`src/rtl/gemm_sched_if.sv`:
```
`default_nettype none
// +----------------------------------------------------------------------+
// | Module   : gemm_sched_if                                             |
// | Purpose  : Job request, array sequencing and result handshake bundle |
// |            between gemm_sched and its requesters/array/consumer.     |
// | Revision : 1.0  initial release                                      |
// +----------------------------------------------------------------------+
interface gemm_sched_if #(
  parameter int NUM_REQ = 4,
  parameter int DIM     = 16
) ();
  localparam int c_id_w = (NUM_REQ > 1) ? $clog2(NUM_REQ) : 1;
  localparam int c_k_w  = (DIM > 1) ? $clog2(DIM) : 1;

  logic [NUM_REQ-1:0] req_valid;
  logic [NUM_REQ-1:0] req_ready;
  logic [c_id_w-1:0]  op_sel;
  logic               arr_clear;
  logic               arr_start;
  logic [c_k_w-1:0]   arr_k_idx;
  logic               res_valid;
  logic [c_id_w-1:0]  res_id;
  logic               res_ready;
  logic               busy;

  modport master (
    input  req_valid, res_ready,
    output req_ready, op_sel, arr_clear, arr_start, arr_k_idx,
           res_valid, res_id, busy
  );

  modport slave (
    output req_valid, res_ready,
    input  req_ready, op_sel, arr_clear, arr_start, arr_k_idx,
           res_valid, res_id, busy
  );
endinterface
`default_nettype wire

```
`src/rtl/gemm_sched.sv`:
```
`default_nettype none
// +----------------------------------------------------------------------+
// | Module   : gemm_sched                                                |
// | Purpose  : Arbitrates GEMM jobs and sequences the DIMxDIM MAC array  |
// |            (clear, DIM k-steps of WIDTH bit-cycles, drain, result).  |
// |            Define GEMM_SCHED_PRIO_EN for strict priority on req 0.   |
// | Revision : 1.0  initial release                                      |
// +----------------------------------------------------------------------+
module gemm_sched #(
  parameter int NUM_REQ = 4,
  parameter int DIM     = 16,
  parameter int WIDTH   = 8,
  parameter int DRAIN   = 1
) (
  input  logic         clk,
  input  logic         reset_n,
  gemm_sched_if.master bus
);
  localparam int c_id_w  = (NUM_REQ > 1) ? $clog2(NUM_REQ) : 1;
  localparam int c_k_w   = (DIM > 1) ? $clog2(DIM) : 1;
  localparam int c_bit_w = $clog2(WIDTH) + 1;

  localparam logic [c_id_w-1:0]  c_id_last   = c_id_w'(NUM_REQ - 1);
  localparam logic [c_id_w:0]    c_num_req   = (c_id_w + 1)'(NUM_REQ);
  localparam logic [c_k_w-1:0]   c_k_last    = c_k_w'(DIM - 1);
  localparam logic [c_bit_w-1:0] c_bit_last  = c_bit_w'(WIDTH - 1);
  localparam logic [2:0]         c_drain_last = 3'(DRAIN - 1);

  typedef enum logic [2:0] {
    S_IDLE    = 3'd0,
    S_CLEAR   = 3'd1,
    S_STEP    = 3'd2,
    S_DRAIN_W = 3'd3,
    S_DONE    = 3'd4
  } state_t;

  state_t             r_state;
  logic [c_id_w-1:0]  r_ptr;
  logic [c_id_w-1:0]  r_op_sel;
  logic [c_k_w-1:0]   r_k;
  logic [c_bit_w-1:0] r_bit;
  logic [2:0]         r_drain;
  logic               r_arr_clear;
  logic               r_arr_start;
  logic               r_res_valid;
  logic [c_id_w-1:0]  r_res_id;
  logic               r_busy;

  logic [NUM_REQ-1:0] w_cand;
  logic [NUM_REQ-1:0] w_rot;
  logic [c_id_w-1:0]  w_off;
  logic [c_id_w:0]    w_sum;
  logic [c_id_w-1:0]  w_grant;
  logic [c_id_w-1:0]  w_ptr_next;
  logic               w_any;

  // Rotate the candidates so bit 0 is the requester at the pointer; the
  // lowest set bit of the rotated vector is then the round-robin winner.
  always_comb begin
    w_cand = bus.req_valid;
`ifdef GEMM_SCHED_PRIO_EN
    w_cand[0] = 1'b0;
`endif
    w_any = |bus.req_valid;
    w_rot = NUM_REQ'({w_cand, w_cand} >> r_ptr);
    w_off = '0;
    for (int i = NUM_REQ - 1; i >= 0; i--) begin
      if (w_rot[i]) begin
        w_off = c_id_w'(i);
      end
    end
    w_sum = {1'b0, r_ptr} + {1'b0, w_off};
    if (w_sum >= c_num_req) begin
      w_sum = w_sum - c_num_req;
    end
    w_grant = w_sum[c_id_w-1:0];
`ifdef GEMM_SCHED_PRIO_EN
    // Requester 0 wins outright and leaves the 1..NUM_REQ-1 rotation alone.
    if (bus.req_valid[0]) begin
      w_grant    = '0;
      w_ptr_next = r_ptr;
    end else if (w_grant == c_id_last) begin
      w_ptr_next = c_id_w'(1);
    end else begin
      w_ptr_next = w_grant + 1'b1;
    end
`else
    w_ptr_next = (w_grant == c_id_last) ? '0 : w_grant + 1'b1;
`endif
  end

  // Grant is combinational, so it must also be forced low while in reset.
  assign bus.req_ready = (reset_n && r_state == S_IDLE && w_any)
                         ? (NUM_REQ'(1) << w_grant) : '0;

  always_ff @(posedge clk or negedge reset_n) begin
    if (!reset_n) begin
      r_state     <= S_IDLE;
      r_ptr       <= '0;
      r_op_sel    <= '0;
      r_k         <= '0;
      r_bit       <= '0;
      r_drain     <= '0;
      r_arr_clear <= 1'b0;
      r_arr_start <= 1'b0;
      r_res_valid <= 1'b0;
      r_res_id    <= '0;
      r_busy      <= 1'b0;
    end else begin
      r_arr_clear <= 1'b0;
      r_arr_start <= 1'b0;
      case (r_state)
        S_IDLE: begin
          if (w_any) begin
            r_op_sel    <= w_grant;
            r_ptr       <= w_ptr_next;
            r_arr_clear <= 1'b1;
            r_busy      <= 1'b1;
            r_state     <= S_CLEAR;
          end
        end
        S_CLEAR: begin
          r_k         <= '0;
          r_bit       <= '0;
          r_arr_start <= 1'b1;
          r_state     <= S_STEP;
        end
        S_STEP: begin
          if (r_bit == c_bit_last) begin
            if (r_k == c_k_last) begin
              r_drain <= '0;
              if (DRAIN == 0) begin
                r_res_valid <= 1'b1;
                r_res_id    <= r_op_sel;
                r_state     <= S_DONE;
              end else begin
                r_state <= S_DRAIN_W;
              end
            end else begin
              r_k         <= r_k + 1'b1;
              r_bit       <= '0;
              r_arr_start <= 1'b1;
            end
          end else begin
            r_bit <= r_bit + 1'b1;
          end
        end
        S_DRAIN_W: begin
          if (r_drain == c_drain_last) begin
            r_res_valid <= 1'b1;
            r_res_id    <= r_op_sel;
            r_state     <= S_DONE;
          end else begin
            r_drain <= r_drain + 1'b1;
          end
        end
        S_DONE: begin
          if (bus.res_ready) begin
            r_res_valid <= 1'b0;
            r_res_id    <= '0;
            r_busy      <= 1'b0;
            r_k         <= '0;
            r_state     <= S_IDLE;
          end
        end
        default: begin
          r_state <= S_IDLE;
        end
      endcase
    end
  end

  assign bus.op_sel    = r_op_sel;
  assign bus.arr_clear = r_arr_clear;
  assign bus.arr_start = r_arr_start;
  assign bus.arr_k_idx = r_k;
  assign bus.res_valid = r_res_valid;
  assign bus.res_id    = r_res_id;
  assign bus.busy      = r_busy;
endmodule
`default_nettype wire
```
`src/flat_wrapper.sv`:
```
// flat-port wrapper written by rule: the top's interface ports become plain ports
module gemm_sched_flat 
#(
  parameter int NUM_REQ = 4,
  parameter int DIM     = 16,
  parameter int WIDTH   = 8,
  parameter int DRAIN   = 1
)
  (clk, reset_n, bus_req_valid, bus_res_ready, bus_req_ready, bus_op_sel, bus_arr_clear, bus_arr_start, bus_arr_k_idx, bus_res_valid, bus_res_id, bus_busy);
  gemm_sched_if #(.NUM_REQ(NUM_REQ), .DIM(DIM)) bus_i ();
  input  logic clk;
  input  logic reset_n;
  input wire logic [$bits(bus_i.req_valid)-1:0] bus_req_valid;
  input wire logic [$bits(bus_i.res_ready)-1:0] bus_res_ready;
  output wire logic [$bits(bus_i.req_ready)-1:0] bus_req_ready;
  output wire logic [$bits(bus_i.op_sel)-1:0] bus_op_sel;
  output wire logic [$bits(bus_i.arr_clear)-1:0] bus_arr_clear;
  output wire logic [$bits(bus_i.arr_start)-1:0] bus_arr_start;
  output wire logic [$bits(bus_i.arr_k_idx)-1:0] bus_arr_k_idx;
  output wire logic [$bits(bus_i.res_valid)-1:0] bus_res_valid;
  output wire logic [$bits(bus_i.res_id)-1:0] bus_res_id;
  output wire logic [$bits(bus_i.busy)-1:0] bus_busy;
  assign bus_i.req_valid = bus_req_valid;
  assign bus_i.res_ready = bus_res_ready;
  assign bus_req_ready = bus_i.req_ready;
  assign bus_op_sel = bus_i.op_sel;
  assign bus_arr_clear = bus_i.arr_clear;
  assign bus_arr_start = bus_i.arr_start;
  assign bus_arr_k_idx = bus_i.arr_k_idx;
  assign bus_res_valid = bus_i.res_valid;
  assign bus_res_id = bus_i.res_id;
  assign bus_busy = bus_i.busy;
  gemm_sched #(.NUM_REQ(NUM_REQ), .DIM(DIM), .WIDTH(WIDTH), .DRAIN(DRAIN)) u_core (.clk(clk), .reset_n(reset_n), .bus(bus_i));
endmodule
```
`config.mk`:
```
export PLATFORM = sky130hd
export DESIGN_NAME = gemm_sched_flat
export DESIGN_NICKNAME = d
export VERILOG_FILES = /design/src/rtl/gemm_sched_if.sv /design/src/rtl/gemm_sched.sv /design/src/flat_wrapper.sv
export SDC_FILE = /design/constraint.sdc
export NUM_CORES = 1
export LEC_CHECK = 0
export CAP_MARGIN = 20
export CORE_UTILIZATION = 48
export CTS_CLUSTER_DIAMETER = 100
export DETAILED_ROUTE_END_ITERATION = 8
export HOLD_SLACK_MARGIN = 0.02
export PLACE_DENSITY = 0.77
export SLEW_MARGIN = 20
export SYNTH_ARGS = -nofsm -noshare
export SYNTH_HDL_FRONTEND = slang
export SYNTH_SLANG_ARGS = --single-unit
```
`constraint.sdc`:
```
create_clock -name clk -period 2.6 [get_ports clk]
set_input_delay 0.52 -clock clk [delete_from_list [all_inputs] [get_ports clk]]
set_output_delay 0.52 -clock clk [all_outputs]
set_load 0.02 [all_outputs]
```
==> impl_metrics.toml <==
[outcome]
run_status = "complete, but fails checks"
violations = "negative setup slack"

[grt]
antenna_violations_before_repair = 0
grt_start_max_net_pins = 25
global_route.overflow_total = 0
global_route.usage.total = 0.230
first_global_vias = 1311
grt_first_pass_wirelength_um = 5870

[clock_tree]
clk_pin_slew_worst_paths_ns = 0.13
cts_tree = "done"
tritoncts_num_sinks = 24
clock_tree.htree_level_count = 1
cts_buffers = 3
worst_skew_pair.late_latency_ns = 0.32
ctsLongestPathBuffers = 2
clockRootBuffer = "clkbuf_4"
cts_hold_buf = 0

[detailed_routing]
drt_first_iter_violations = 59
wirelength_um = 3460
antenna_violating_nets_post_route = 0
drt-vias-per-instance = 5.81
wire_per_inst_um = 15.2
drc_errors = 0
detail_route.first_pass.iterations = 4
vias = 1325

[timing]
final_report_hold_violation_count = 0
finalWorstSetupSlack_ns = -0.341
setup_viol_count_final = 4
slew_violations = 0
fin_hold_ws_ns = 0.500
layout_min_cycle_time_ns = 2.94
worst-slew-pin-transition_ns = 0.512
max_freq_mhz = 340
setup_repair_after_global_routing_missed_its_margin = "true"
finalClockSkew_ns = 0.00263
min_period_over_period = 1.13
timing.slew.headroom = 0.656

[finish]
syn_to_final_growth_pct = 36.1
nFillCells = 215
diodes = 0
fin_area_um2 = 2020
final_net_count = 211
regArea_um2 = 601
area_of_combinational_cells_with_multiple_inputs_um2 = 925
stdcell_count = 228
drive_above_1_share = 0.289

[yosys]
post_synth.cell_area_avg_um2 = 9.72
yosys.cell_types.count = 41
synth_area_leaders = "dfrtp_1 40%, ha_1 5.1%, mux2_2 3.8%"
synthCells = 153
synth.yosys.seq_area_share = 0.404
ys_seq_elements = 24
count_of_synthesis_stage_warnings_from_yosys = 0
synthFlopType = "dfrtp_1"
synth_nets = 166
number_of_enable_flip_flop_cells_after_synthesis = 0
synthDominantCellAreaShare = 0.404
synth_top_cells_by_count = "24 x dfrtp_1, 11 x nor2_1, 8 x nand2_1, 8 x o21ai_0"
synth_async_sr_flop_share = 1.00
synthMostInstantiatedCell = "dfrtp_1"
syn-cell-area_um2 = 1490
largest_area_contributor_in_the_synthesized_netlist = "dfrtp_1"

[worst_setup_path]
critical_path.reg2reg.endpoint = "u_core.r_ptr[0]"
crit_path_top_delay_cell = "dfrtp_1"
top_delay_family_on_crit_path = "simple AND/OR/NAND/NOR gates"
setup.worst_path.class = "register to output pin"
critPathCapture = "bus_req_ready[3]"
worst_path_largest_cell_delay_ns = 0.43
cp_cell_sequence = "nor2b_1 -> a221o_1 -> nand2_1 -> o221ai_2 -> ha_4 -> xor2_2 -> nand4_1 -> nand2_1 -> ha_2 -> and3_4 -> buf_6"
reg2reg_setup_slack_ns = 0.30
worst_path_required_time_ns = 2.08
setup.worst_path.start = "u_core.r_ptr[0]"
crit_path_end_kind = "output pin"
critical_path_peak_fanout = 3
rr_startpoint = "u_core.r_ptr[0]"
worstRegToRegCells = 12
cp_num_buf_inv = 1
cp_num_cells = 11
start_kind = "register"
timing.critical_path.arrival_ns = 2.42
cp_common_cell = "nand2_1"

[power_and_ir_drop]
leakagePower_nw = 0.906
powerDensity_nw_per_um2 = 1150
ir_worst_vdd_uv = 787

[flow_run]
maxCapViolCount = 0

[placed_design]
io_buffer_count = 22
detailed_place.area_um2 = 1870
place_hpwl_um = 2500
place_worst_setup_slack_ns = -1.11
number_of_instances_in_the_placed_design = 219
routabilityCongestion = 0.766

[floorplanning]
floorplan.core_area_um2 = 2850
dieHeight_um = 57.7
initial_utilization = 0.521
die_x_um = 57.7
std_cell_rows = 19
die_area_um2 = 3320
top_level_ports = 23

[hold_path]
hp-class = "register to register"
stage by stage:
step                utilization  power, mW  TNS (ns)
floorplan                     -       1.43         0
global placement          0.656       1.84     -4.11
detailed placement        0.656       1.91     -4.47
CTS                       0.685       2.23     -1.15
global route              0.709       2.50     -1.41
finish                    0.709       2.33    -0.973
routing by layer:
layer	track usage	vias up	part of all wire
met5	0	-	0
met1	0.293	637	0.45
li1	-	658	-
met3	0.0603	4	0.037
met2	0.399	26	0.50
met4	0.0476	0	0.0098
power breakdown:
| group | internal, mW | leakage, nW | switching, mW |
|---|---|---|---|
| Combinational | 0.786 | 0.579 | 0.740 |
| Sequential | 0.503 | 0.306 | 0.103 |
| Clock | 0.0857 | 0.0210 | 0.114 |
| Total | 1.37 | 0.906 | 0.957 |
sequential cells by signal (all words and copies together) (netlist names):
name                  cells
u_core.r_bit              4
u_core.r_ptr              2
u_core.bus.op_sel         2
u_core.bus.arr_start      1
u_core.bus.arr_k_idx      4
u_core.bus.res_id         2
u_core.r_state            3
u_core.r_drain            3
u_core.bus.arr_clear      1
u_core.bus.res_valid      1
u_core.bus.busy           1
cell type report:
cell class              count  share of cell area
multi-input cells         117               0.457
flip-flops and latches     24               0.297
clock buffers               4              0.0179
inverters                   5             0.00928
well taps                  31              0.0192
repair buffers             47               0.200
worst min path at each step:
stage / startpoint / to / slack, ns / cells after the start
floorplan: reset_n / u_core.bus.arr_clear / 0.22 / 0
global placement: u_core.bus.res_valid / u_core.bus.res_valid / 0.47 / 1
detailed placement: u_core.bus.busy / u_core.bus.busy / 0.47 / 1
CTS: u_core.bus.busy / u_core.bus.busy / 0.50 / 1
global route: u_core.bus.busy / u_core.bus.busy / 0.52 / 1
finish: u_core.bus.busy / u_core.bus.busy / 0.50 / 1
placed cells by master, fill, tap and decap left out, types with 2 or more instances in the layout:
master	synthesis	routed
inv_1	5	5
nor2b_1	7	7
buf_6	1	4
a21o_1	2	2
dlygate4sd2_1	0	3
a31oi_1	7	6
nor3b_1	2	2
nand3_1	5	5
nand4_1	2	2
o221ai_2	0	2
nand2b_1	4	3
buf_4	1	23
nand2_1	8	8
a22o_1	4	4
o21ai_0	8	7
mux2i_1	3	3
dfrtp_1	24	24
nor2_1	11	10
buf_2	5	2
ha_1	6	4
and3_1	4	4
clkdlybuf4s50_1	0	14
o21a_1	2	2
and3b_1	2	2
nand3b_1	4	4
mux2_2	5	5
nor4_1	2	2
nor3_2	0	2
a21oi_1	7	6
clkbuf_4	0	3
logic make-up after synthesis:
| logic type | synth area share |
|---|---|
| fa+ha+maj | 0.0505 |
| mux | 0.0581 |
| buf+inv | 0.0421 |
| xor+xnor | 0.0177 |
| compound gates | 0.174 |
| flops | 0.404 |
| simple gates | 0.253 |
repair_timing:
| item | CTS | global route |
|---|---|---|
| cloned | 0 | 0 |
| pin swaps | 6 | 9 |
| setup endpoints to repair | 4 | 4 |
| resized for setup | 29 | 12 |
| setup buffers | 5 | 0 |
No activity file was read; power rests on OpenSTA's default activity.
